==> src/rtl/compare_operand_loader.sv <==
// ---------------------------------------------------------------------------
// compare_operand_loader
//
// Front/back end for the external combinational 3-bit magnitude comparator.
// Operand A and then operand B are captured from one shared switch bus on
// successive presses of the load button and driven to the comparator. One
// cycle after B is captured, the comparator's G/E/L answer is registered, and
// a saturating tally of each outcome is kept for the LED / 7-seg display.
//
// Ports:
//   clk        system clock
//   rst_n      asynchronous active-low reset
//   din        operand switch bus (W bits), sampled only on a load press
//   load       debounced, clk-synchronous load button (level)
//   clr        synchronous clear of tallies, results and operand sequence
//   cmp_g/e/l  comparator answer for a_out vs b_out
//   a_out      registered operand A, to comparator A input
//   b_out      registered operand B, to comparator B input
//   res_g/e/l  latched comparator answer
//   res_valid  res_g/e/l hold the answer for the current a_out/b_out pair
//   err        sticky flag: a sampled comparator answer was not one-hot
//   state      current FSM state, for LEDs
//   cnt_g/e/l  saturating tallies of G, E and L outcomes (CW bits each)
// ---------------------------------------------------------------------------
module compare_operand_loader #(
  parameter int W  = 3,
  parameter int CW = 4
) (
  input  logic          clk,
  input  logic          rst_n,
  input  logic [W-1:0]  din,
  input  logic          load,
  input  logic          clr,
  input  logic          cmp_g,
  input  logic          cmp_e,
  input  logic          cmp_l,
  output logic [W-1:0]  a_out,
  output logic [W-1:0]  b_out,
  output logic          res_g,
  output logic          res_e,
  output logic          res_l,
  output logic          res_valid,
  output logic          err,
  output logic [1:0]    state,
  output logic [CW-1:0] cnt_g,
  output logic [CW-1:0] cnt_e,
  output logic [CW-1:0] cnt_l
);

  localparam logic [1:0] S_A    = 2'd0;
  localparam logic [1:0] S_B    = 2'd1;
  localparam logic [1:0] S_CMP  = 2'd2;
  localparam logic [1:0] S_DONE = 2'd3;

  localparam logic [CW-1:0] CNT_MAX = '1;
  localparam logic [CW-1:0] CNT_ONE = {{(CW-1){1'b0}}, 1'b1};

  logic load_d;
  logic ld;
  logic one_hot;
  logic sample;

  // A press is the rising edge of the level button; holding it gives one ld.
  assign ld = load & ~load_d;

  // The comparator answer is only trusted when exactly one flag is set.
  always_comb begin
    one_hot = 1'b0;
    case ({cmp_g, cmp_e, cmp_l})
      3'b100, 3'b010, 3'b001: one_hot = 1'b1;
      default:                one_hot = 1'b0;
    endcase
  end

  // The compare cycle is the only cycle in which results and tallies move.
  assign sample = (state == S_CMP);

  // load_d keeps tracking the button even during clr, so a button held
  // through a clear does not fire again once clr drops.
  always_ff @(posedge clk or negedge rst_n) begin
    if (!rst_n) begin
      load_d <= 1'b0;
    end else begin
      load_d <= load;
    end
  end

  // Operand sequencing and result latches. S_CMP lasts exactly one cycle so
  // the comparator has seen stable a_out/b_out for a full cycle before its
  // answer is captured; presses during that cycle are dropped. From S_DONE a
  // press loads a fresh A and goes straight to waiting for B.
  always_ff @(posedge clk or negedge rst_n) begin
    if (!rst_n) begin
      state     <= S_A;
      a_out     <= '0;
      b_out     <= '0;
      res_g     <= 1'b0;
      res_e     <= 1'b0;
      res_l     <= 1'b0;
      res_valid <= 1'b0;
    end else if (clr) begin
      state     <= S_A;
      a_out     <= '0;
      b_out     <= '0;
      res_g     <= 1'b0;
      res_e     <= 1'b0;
      res_l     <= 1'b0;
      res_valid <= 1'b0;
    end else begin
      case (state)
        S_A: begin
          if (ld) begin
            a_out <= din;
            state <= S_B;
          end
        end
        S_B: begin
          if (ld) begin
            b_out <= din;
            state <= S_CMP;
          end
        end
        S_CMP: begin
          res_g     <= cmp_g;
          res_e     <= cmp_e;
          res_l     <= cmp_l;
          res_valid <= 1'b1;
          state     <= S_DONE;
        end
        default: begin
          if (ld) begin
            a_out     <= din;
            res_g     <= 1'b0;
            res_e     <= 1'b0;
            res_l     <= 1'b0;
            res_valid <= 1'b0;
            state     <= S_B;
          end
        end
      endcase
    end
  end

  // Outcome tallies and the sticky error flag. A malformed answer raises err
  // and leaves every tally untouched; a full tally holds at its maximum.
  always_ff @(posedge clk or negedge rst_n) begin
    if (!rst_n) begin
      cnt_g <= '0;
      cnt_e <= '0;
      cnt_l <= '0;
      err   <= 1'b0;
    end else if (clr) begin
      cnt_g <= '0;
      cnt_e <= '0;
      cnt_l <= '0;
      err   <= 1'b0;
    end else if (sample) begin
      if (!one_hot) begin
        err <= 1'b1;
      end else if (cmp_g) begin
        if (cnt_g != CNT_MAX) cnt_g <= cnt_g + CNT_ONE;
      end else if (cmp_e) begin
        if (cnt_e != CNT_MAX) cnt_e <= cnt_e + CNT_ONE;
      end else begin
        if (cnt_l != CNT_MAX) cnt_l <= cnt_l + CNT_ONE;
      end
    end
  end

endmodule

==> config.mk <==
export PLATFORM = sky130hd
export DESIGN_NAME = compare_operand_loader
export DESIGN_NICKNAME = d
export VERILOG_FILES = /design/src/rtl/compare_operand_loader.sv
export SDC_FILE = /design/constraint.sdc
export NUM_CORES = 1
export LEC_CHECK = 0
export CAP_MARGIN = 20
export CORE_AREA = 2 2 59 61
export CTS_CLUSTER_SIZE = 12
export DETAILED_ROUTE_END_ITERATION = 12
export DIE_AREA = 0 0 61 63
export GPL_TIMING_DRIVEN = 0
export PLACE_DENSITY = 0.82
export SYNTH_ARGS = -nofsm -noshare
export SYNTH_HDL_FRONTEND = slang
export SYNTH_SLANG_ARGS = --single-unit
==> constraint.sdc <==
create_clock -name clk -period 3.3 [get_ports clk]
set_clock_uncertainty 0.2 [all_clocks]
set_input_delay 0.66 -clock clk [delete_from_list [all_inputs] [get_ports clk]]
set_output_delay 0.66 -clock clk [all_outputs]
set_load 0.05 [all_outputs]
==> impl.org, run 1 <==
** Outcome
- Result of the run :: finished clean

** Die
- I/O Pins :: 35
- The floorplan step set the die width to 61 um.
- The die is ~63 um tall.
- Standard-cell rows :: 21
- Area of the die :: around 0.0038 mm2
- Core Footprint :: approximately 0.0032 mm2
- Initial Util :: a little over two fifths

** Route
- For this block, the via count after detailed routing is between 1,000 and 1,500.
- Starting DRC count in detailed routing :: 35
- Mean number of vias per cell :: roughly 5.3
- Routed wire length :: between 2000 and 3000 um
- Remaining routing DRC violations :: 0
- The detail route stage leaves a number of antenna-violating nets equal to 0.
- Length of the first detailed-routing pass in iterations :: 4
- Wire length per cell after detailed routing :: 13.3 um

** Critical path
- Critical path's slowest cell :: clkdlybuf4s50_1
- Traced cell by cell, the critical path runs through clkdlybuf4s50_1.
- Launching instance or port of the critical path :: cnt_g[3]
- Data on the critical path is required at its endpoint by between 2000 and 2500 ps.
- The worst setup path is of the reg2out kind.
- In this run the number of cells on the critical path is 1.
- Endpoint arrival time on the critical path :: 1570 ps
- Critical path's largest stage delay :: a little over 800 ps
- Kind of capture point of the worst setup path :: output port
- Reg2reg start :: state[0]
- Worst Reg-to-Reg Cells :: 5
- Together, buffers and inverters on the worst path number 1.
- Maximum fanout along the worst path :: 5
- Largest delay share family, worst path :: buffers and inverters
- The worst setup path is launched from a register.

** Global routing
- Maximum number of pins on one net before global-route repair :: 18
- Vias in the first global route :: approximately 1,100
- The first global-routing pass estimated 5060 um of wire.
- GRT Total Usage :: around 17%
- Summed over all layers, the global routing overflow is 0.
- Number of antenna violations at the first check in global routing :: 0

** Synthesis
- Top area cells in the synthesized netlist :: dfrtp_1 48%, a21oi_1 6.3%, ha_1 5.6%
- Portion of the post-synthesis area used by sequential elements :: slightly below 50%
- Post-synthesis instance area :: about 0.0013 mm2
- Yosys printed 0 warnings.
- The synthesized netlist contains 31 unique library cells.
- The cell count after synthesis came out at between 100 and 150.
- After synthesis, the largest area contributor takes up 48.3% of total cell area.
- Synth area leader :: dfrtp_1
- Post-synthesis net count :: roughly 150
- Flop and latch count out of synthesis :: 26
- A synthesized cell averages between 10 and 15 um2.

** Placed design
- Pre-CTS worst setup slack :: about 920 ps
- Detailed placement finished with a half-perimeter wire length of 2230 um.
- Routability Congestion :: 0.700
- In this run the tool buffered the top-level ports with 33 buffer cells.
- Post-placement cell count :: between 200 and 250

** CTS
- For the worst-skew pair, the clock arrives at the later sink with an insertion delay of between 300 and 400 ps.
- CTS saw 26 sinks.
- Buffers added to address setup during post-CTS repair amount to 0.
- Buffers inserted during clock tree synthesis total 3.
- # hold bufs at CTS :: 0
- No sink is reached through more buffers than the 2 on the longest clock path.
- TritonCTS clock tree :: built
- Once the clock tree was built, the resizer swapped 0 gates to a different size.
- Clock-pin transition on the worst setup and hold timing paths :: 130 ps
- CTS placed an instance of clkbuf_4 at the clock tree root.
- In this run the number of H-tree levels came out at 1.

** STA
- Setup TNS after final layout :: 0 ps
- Least-Margin Pin Slew :: between 500 and 600 ps
- Fin. Hold Viols :: 0
- Setup repair after global routing left no endpoint under its margin.
- Minimum clock period :: ~2400 ps
- Measured against its own limit, the worst slew margin works out to between 60 and 70%.
- The final count of pins violating max slew is 0.
- Final worst path period share :: 73.8%
- After layout, the worst setup slack is around 870 ps.
- Static timing analysis puts the maximum clock frequency at 411 MHz.
- Final setup viols :: 0

** Power and ir drop
- Summed over all cells, the static leakage comes to around 0.74 nW.
- Power per unit of standard cell area :: roughly 320 mW/mm2
- Worst IR Drop VDD :: roughly 0.0002 V
- Sum of internal, switching and leakage power :: around 0.58 mW

** Flow run
- Max Cap Viol :: 0

** Cells and area
- The finished layout holds between 200 and 250 standard cells, fillers aside.
- Share of cells above drive strength 1 :: 6.47%
- The layout has 299 filler cells.
- Once layout is complete, the utilization of the core stands at between 50% and 60%.
- Most frequent cells in the layout :: 33 x clkdlybuf4s50_1, 26 x dfrtp_1, 17 x a21oi_1
- Compared with the post-synthesis result, the final layout area differs by 33.5%.
- ANT cells :: 0
- The library cell used most frequently in the layout, excluding fill and tap cells, is clkdlybuf4s50_1.
- For this run, the post-layout net count is 187.

** Min path
- The min-delay analysis places its worst path in the category reg2reg.
- The worst hold path was traced through 2 stages.
- The startpoint identified for the worst hold timing path is err.
## metrics by stage
step | hold slack (ps) | area (um2)
after global placement | 315 | 1740
after global routing | 371 | 1800
after floorplan | 164 | 1350
after CTS | 334 | 1800
after detailed placement | 317 | 1760
final | 337 | 1800
## cells by family after synthesis
kind of cell | Yosys count | synth area share, %
xor gates and xnor gates | 1 | 0.650
adders and majority gates | 6 | 5.57
AOI/OAI and AO/OA | 36 | 15.8
muxes | 3 | 2.23
DFF | 26 | 48.3
buffers and inverters | 14 | 3.90
and+or+nand+nor | 46 | 23.6
## cell usage after synthesis (all sizes together)
| library cell | number |
|---|---|
| a211oi | 1 |
| a21bo | 1 |
| a21o | 1 |
| a21oi | 17 |
| and3 | 4 |
| and4 | 1 |
| and4b | 3 |
| and4bb | 3 |
| clkbuf | 4 |
| dfrtp | 26 |
| ha | 6 |
| inv | 10 |
| mux2i | 3 |
| nand2 | 7 |
| nand2b | 2 |
| nand3 | 3 |
| nand3b | 4 |
| nand4bb | 3 |
| nor2 | 3 |
| nor3 | 5 |
| nor3b | 1 |
| nor4 | 1 |
| nor4b | 1 |
| o211ai | 1 |
| o21a | 1 |
| o21ai | 9 |
| o31ai | 5 |
| or3 | 4 |
| or3b | 1 |
| xnor2 | 1 |
## sequential cells by signal (all words and copies together), names as in the netlist
register	cells
cnt_l	4
cnt_e	4
res_l	1
res_valid	1
load_d	1
a_out	3
cnt_g	4
res_g	1
err	1
b_out	3
res_e	1
state	2
## where the power goes
part / switching [mW] / leakage (nW) / internal, mW / total (mW)
logic: 0.0546 / 0.363 / 0.0357 / 0.0902
registers: 0.00452 / 0.359 / 0.324 / 0.329
clock network: 0.0910 / 0.0210 / 0.0674 / 0.158
total: 0.150 / 0.743 / 0.427 / 0.578
## routing by layer
metal	GRT usage, %	wire length [um]
met1	22.2	1260
met2	28.4	1500
met3	2.69	106
met4	3.26	17
met5	0	0
## path summary, 6_finish.rpt
path | end | slack, ps
min in group asynchronous | state[1] | 480
min | err | 340
min reg2reg | err | 340
max in group asynchronous | b_out[1] | 1950
max | cnt_g[3] | 870
max reg2reg | cnt_l[0] | 1360
## layout make-up
class | instances | area [um2] | area share [%]
Buffer | 4 | 15.0 | 0.834
Clock buffer | 4 | 36.3 | 2.02
Inverter | 10 | 37.5 | 2.09
Multi-Input combinational cell | 92 | 644 | 35.8
Sequential cell | 26 | 651 | 36.2
Tap cell | 46 | 57.6 | 3.20
Timing Repair Buffer | 34 | 358 | 19.9
Note: power is estimated with default switching activity, not from simulation.
==> run 2: changes to the inputs <==
clock period = 2.3 ns   (was 3.3 ns; I/O delays follow)
==> run 2 against run 1 <==
  * Die area unchanged
  * First-iteration DRC count unchanged
  * Critical path type unchanged
  * Combinational power grew 43%
  * Register-to-register slack worse by 1000 ps
  * Sequential cell count stayed put
  * Highest routed layer unchanged
==> impl.org, run 2 (synthesized netlist as in run 1, its figures left out) <==
** Outcome
- Result of the run :: finished clean

** Global routing
- The first global-routing pass estimated ~5100 um of wire.
- Entering global routing, the biggest net connects 18 pins.
- Number of antenna violations at the first check in global routing :: 0
- The number of global-route vias before repair came to ~1,100.
- GRT Total Usage :: about 17%
- The total overflow left after global routing is 0.

** Cells and area
- In the layout the commonest cells are 32 x clkdlybuf4s50_1, 26 x dfrtp_1, 17 x a21oi_1.
- Sequential Area :: ~650 um2
- Post-layout net count :: ~190
- The library cell used most frequently in the layout, excluding fill and tap cells, is clkdlybuf4s50_1.
- Number of fill cells in the layout :: slightly below 300
- Area of the multi-input gates :: approximately 640 um2
- Synthesis-to-layout area growth :: 33.7%
- After routing the design area is roughly 0.0018 mm2.
- Top flop regs :: cnt_e x4, cnt_g x4, cnt_l x4
- Cells with a size suffix above 1 make up ~6.5% of the layout.
- 0 antenna diodes ended up in the layout.

** Die
- The floorplan has 21 rows.
- From bottom edge to top edge, the die measures between 60 and 70 um.
- The die covers 0.00384 mm2.
- The initial utilization of the core area, before any placement, comes to roughly two fifths.
- Core Footprint :: 0.00323 mm2
- 35 I/O pins were placed.
- The die is between 60 and 70 um wide.

** Critical path
- Along the worst path, the maximum fanout reaches 5.
- Critical path class :: reg2out
- Cell breakdown of the critical path :: clkdlybuf4s50_1
- Number of buffer and inverter instances along the worst setup path :: 1
- Kind of capture point of the worst setup path :: output port
- In this run the number of cells on the critical path is 1.
- STA classifies the critical path startpoint as a register.
- Data on the critical path arrives at its endpoint at ~1600 ps.
- Critical path's largest stage delay :: about 830 ps
- Crit path required time :: 1640 ps
- Largest delay share family, worst path :: buffers and inverters
- Measured in cells, the most critical reg-to-reg path has a length of 5.
- Critical path's slowest cell :: clkdlybuf4s50_1

** CTS
- # hold bufs at CTS :: 0
- Clock-pin transition on the worst setup and hold timing paths :: roughly 140 ps
- CTS built an H-tree with a depth of 1.
- No sink is reached through more buffers than the 2 on the longest clock path.
- Clock sink count :: 26
- At the later pin of the worst-skew pair, clock insertion delay measures slightly above 300 ps.
- TritonCTS built the clock tree.
- The tree is rooted in a clkbuf_4.
- Counting the buffers created by CTS gives 3.
- Buffers added to address setup during post-CTS repair amount to 0.
- Post-CTS resize count :: 0

** Min path
- The min-delay analysis places its worst path in the category in2async.

** Power and ir drop
- Power per unit of standard cell area :: ~460 mW/mm2
- The internal portion of the total power is 0.613 mW.
- Sequential cells account for between 50% and 60% of the total power.
- Combinational share of power :: 15.6%
- Net switching is about 26% of the power.
- Leakage :: ~0.76 nW
- Per report_power, the clock group accounts for a little over a quarter of the total.
- Switching power total :: between 0.2 and 0.25 mW
- Worst IR Drop VDD :: 0.000284 V
- The design draws slightly above 0.8 mW.

** STA
- RSZ-0062 raised after global routing :: false
- Final slew viol count :: 0
- Normalized max-slew margin :: between 60% and 70%
- Least-Margin Pin Slew :: 545 ps
- After layout, the worst path uses a little over nine tenths of the clock period.
- For the final routed database, the setup TNS stands at 0 ps.
- Final hold slack :: around 280 ps
- The number of endpoints with negative hold slack in the final report came to 0.
- Setup violations remaining at the end of the flow were counted as 0.
- Derived from the worst setup path, the maximum achievable clock frequency is ~450 MHz.
- The worst path meets setup with ~65 ps of slack.
- Minimum clock period :: 2230 ps

** Placed design
- Pre-CTS worst setup slack :: ~120 ps
- Routability Congestion :: about 0.7
- Number of buffers inserted by port buffering :: 33
- Half-perimeter wire length after detailed placement :: 2230 um
- In this run the cell area measured after placement is between 0.0015 and 0.002 mm2.

** Route
- Antenna-violating nets left :: 0
- The routed layout has around 1,100 vias.
- Mean number of vias per cell :: 5.31
- For this run, design rule violations remaining after detail routing come to 0.
- Routed wire length :: just under 3000 um
- In this run, the number of DRC markers left after iteration 0 of detailed routing was 35.
- Length of the first detailed-routing pass in iterations :: 4
- Wire length per cell after detailed routing :: around 13 um

** Flow run
- Across the run, the number of max-cap violations was 0.
[run 2: cell count changes in the layout (fill, tap and decap cells not counted), sizes merged]
cell           change
clkdlybuf4s50      -1
dlymetal6s2s       +1
[run 2: worst paths after layout]
path | start | end | slack, ps
max in group asynchronous | rst_n | b_out[1] | 1150
worst max-delay path | cnt_g[3] | cnt_g[3] | 70
worst max register to register | state[0] | cnt_l[0] | 360
worst min register to register | err | err | 340
worst min-delay path | rst_n | state[1] | 280
min in group clk | clr | cnt_g[2] | 330
[run 2: metal layers]
layer | up-vias | GRT usage (%) | part of all wire [%]
li1 | 559 | - | -
met1 | 555 | 22.2 | 44
met2 | 30 | 28.4 | 52
met3 | 2 | 2.69 | 3.8
met4 | 0 | 3.26 | 0.59
met5 | - | 0 | 0
[run 2: stage by stage]
stage,cells,util (%)
4_1_cts,216,55.7
5_1_grt,216,55.7
6_report,216,55.7
3_5_place_dp,212,54.5
3_3_place_gp,211,53.7
2_1_floorplan,132,-
[run 2: area by class of cell]
type                            count  share of cell area [%]
Tap cell                           46                    3.19
Sequential cell                    26                    36.1
Buffer                              4                   0.833
Inverter                           10                    2.08
Clock buffer                        4                    2.01
Multi-Input combinational cell     92                    35.8
Timing Repair Buffer               34                    20.0
[run 2: power groups by stage]
stage	clock network, mW	registers [mW]	logic (mW)
after floorplan	0	0.506	0.0436
after global placement	0	0.480	0.121
after detailed placement	0	0.480	0.130
after CTS	0.232	0.472	0.131
after global routing	0.255	0.474	0.141
final	0.227	0.472	0.129
==> run 3: changes to the inputs <==
GPL_ROUTABILITY_DRIVEN = 0   (was unset)
==> results of run 3 <==
Same layout as run 2: the final DEF is identical, and so are final timing and power.
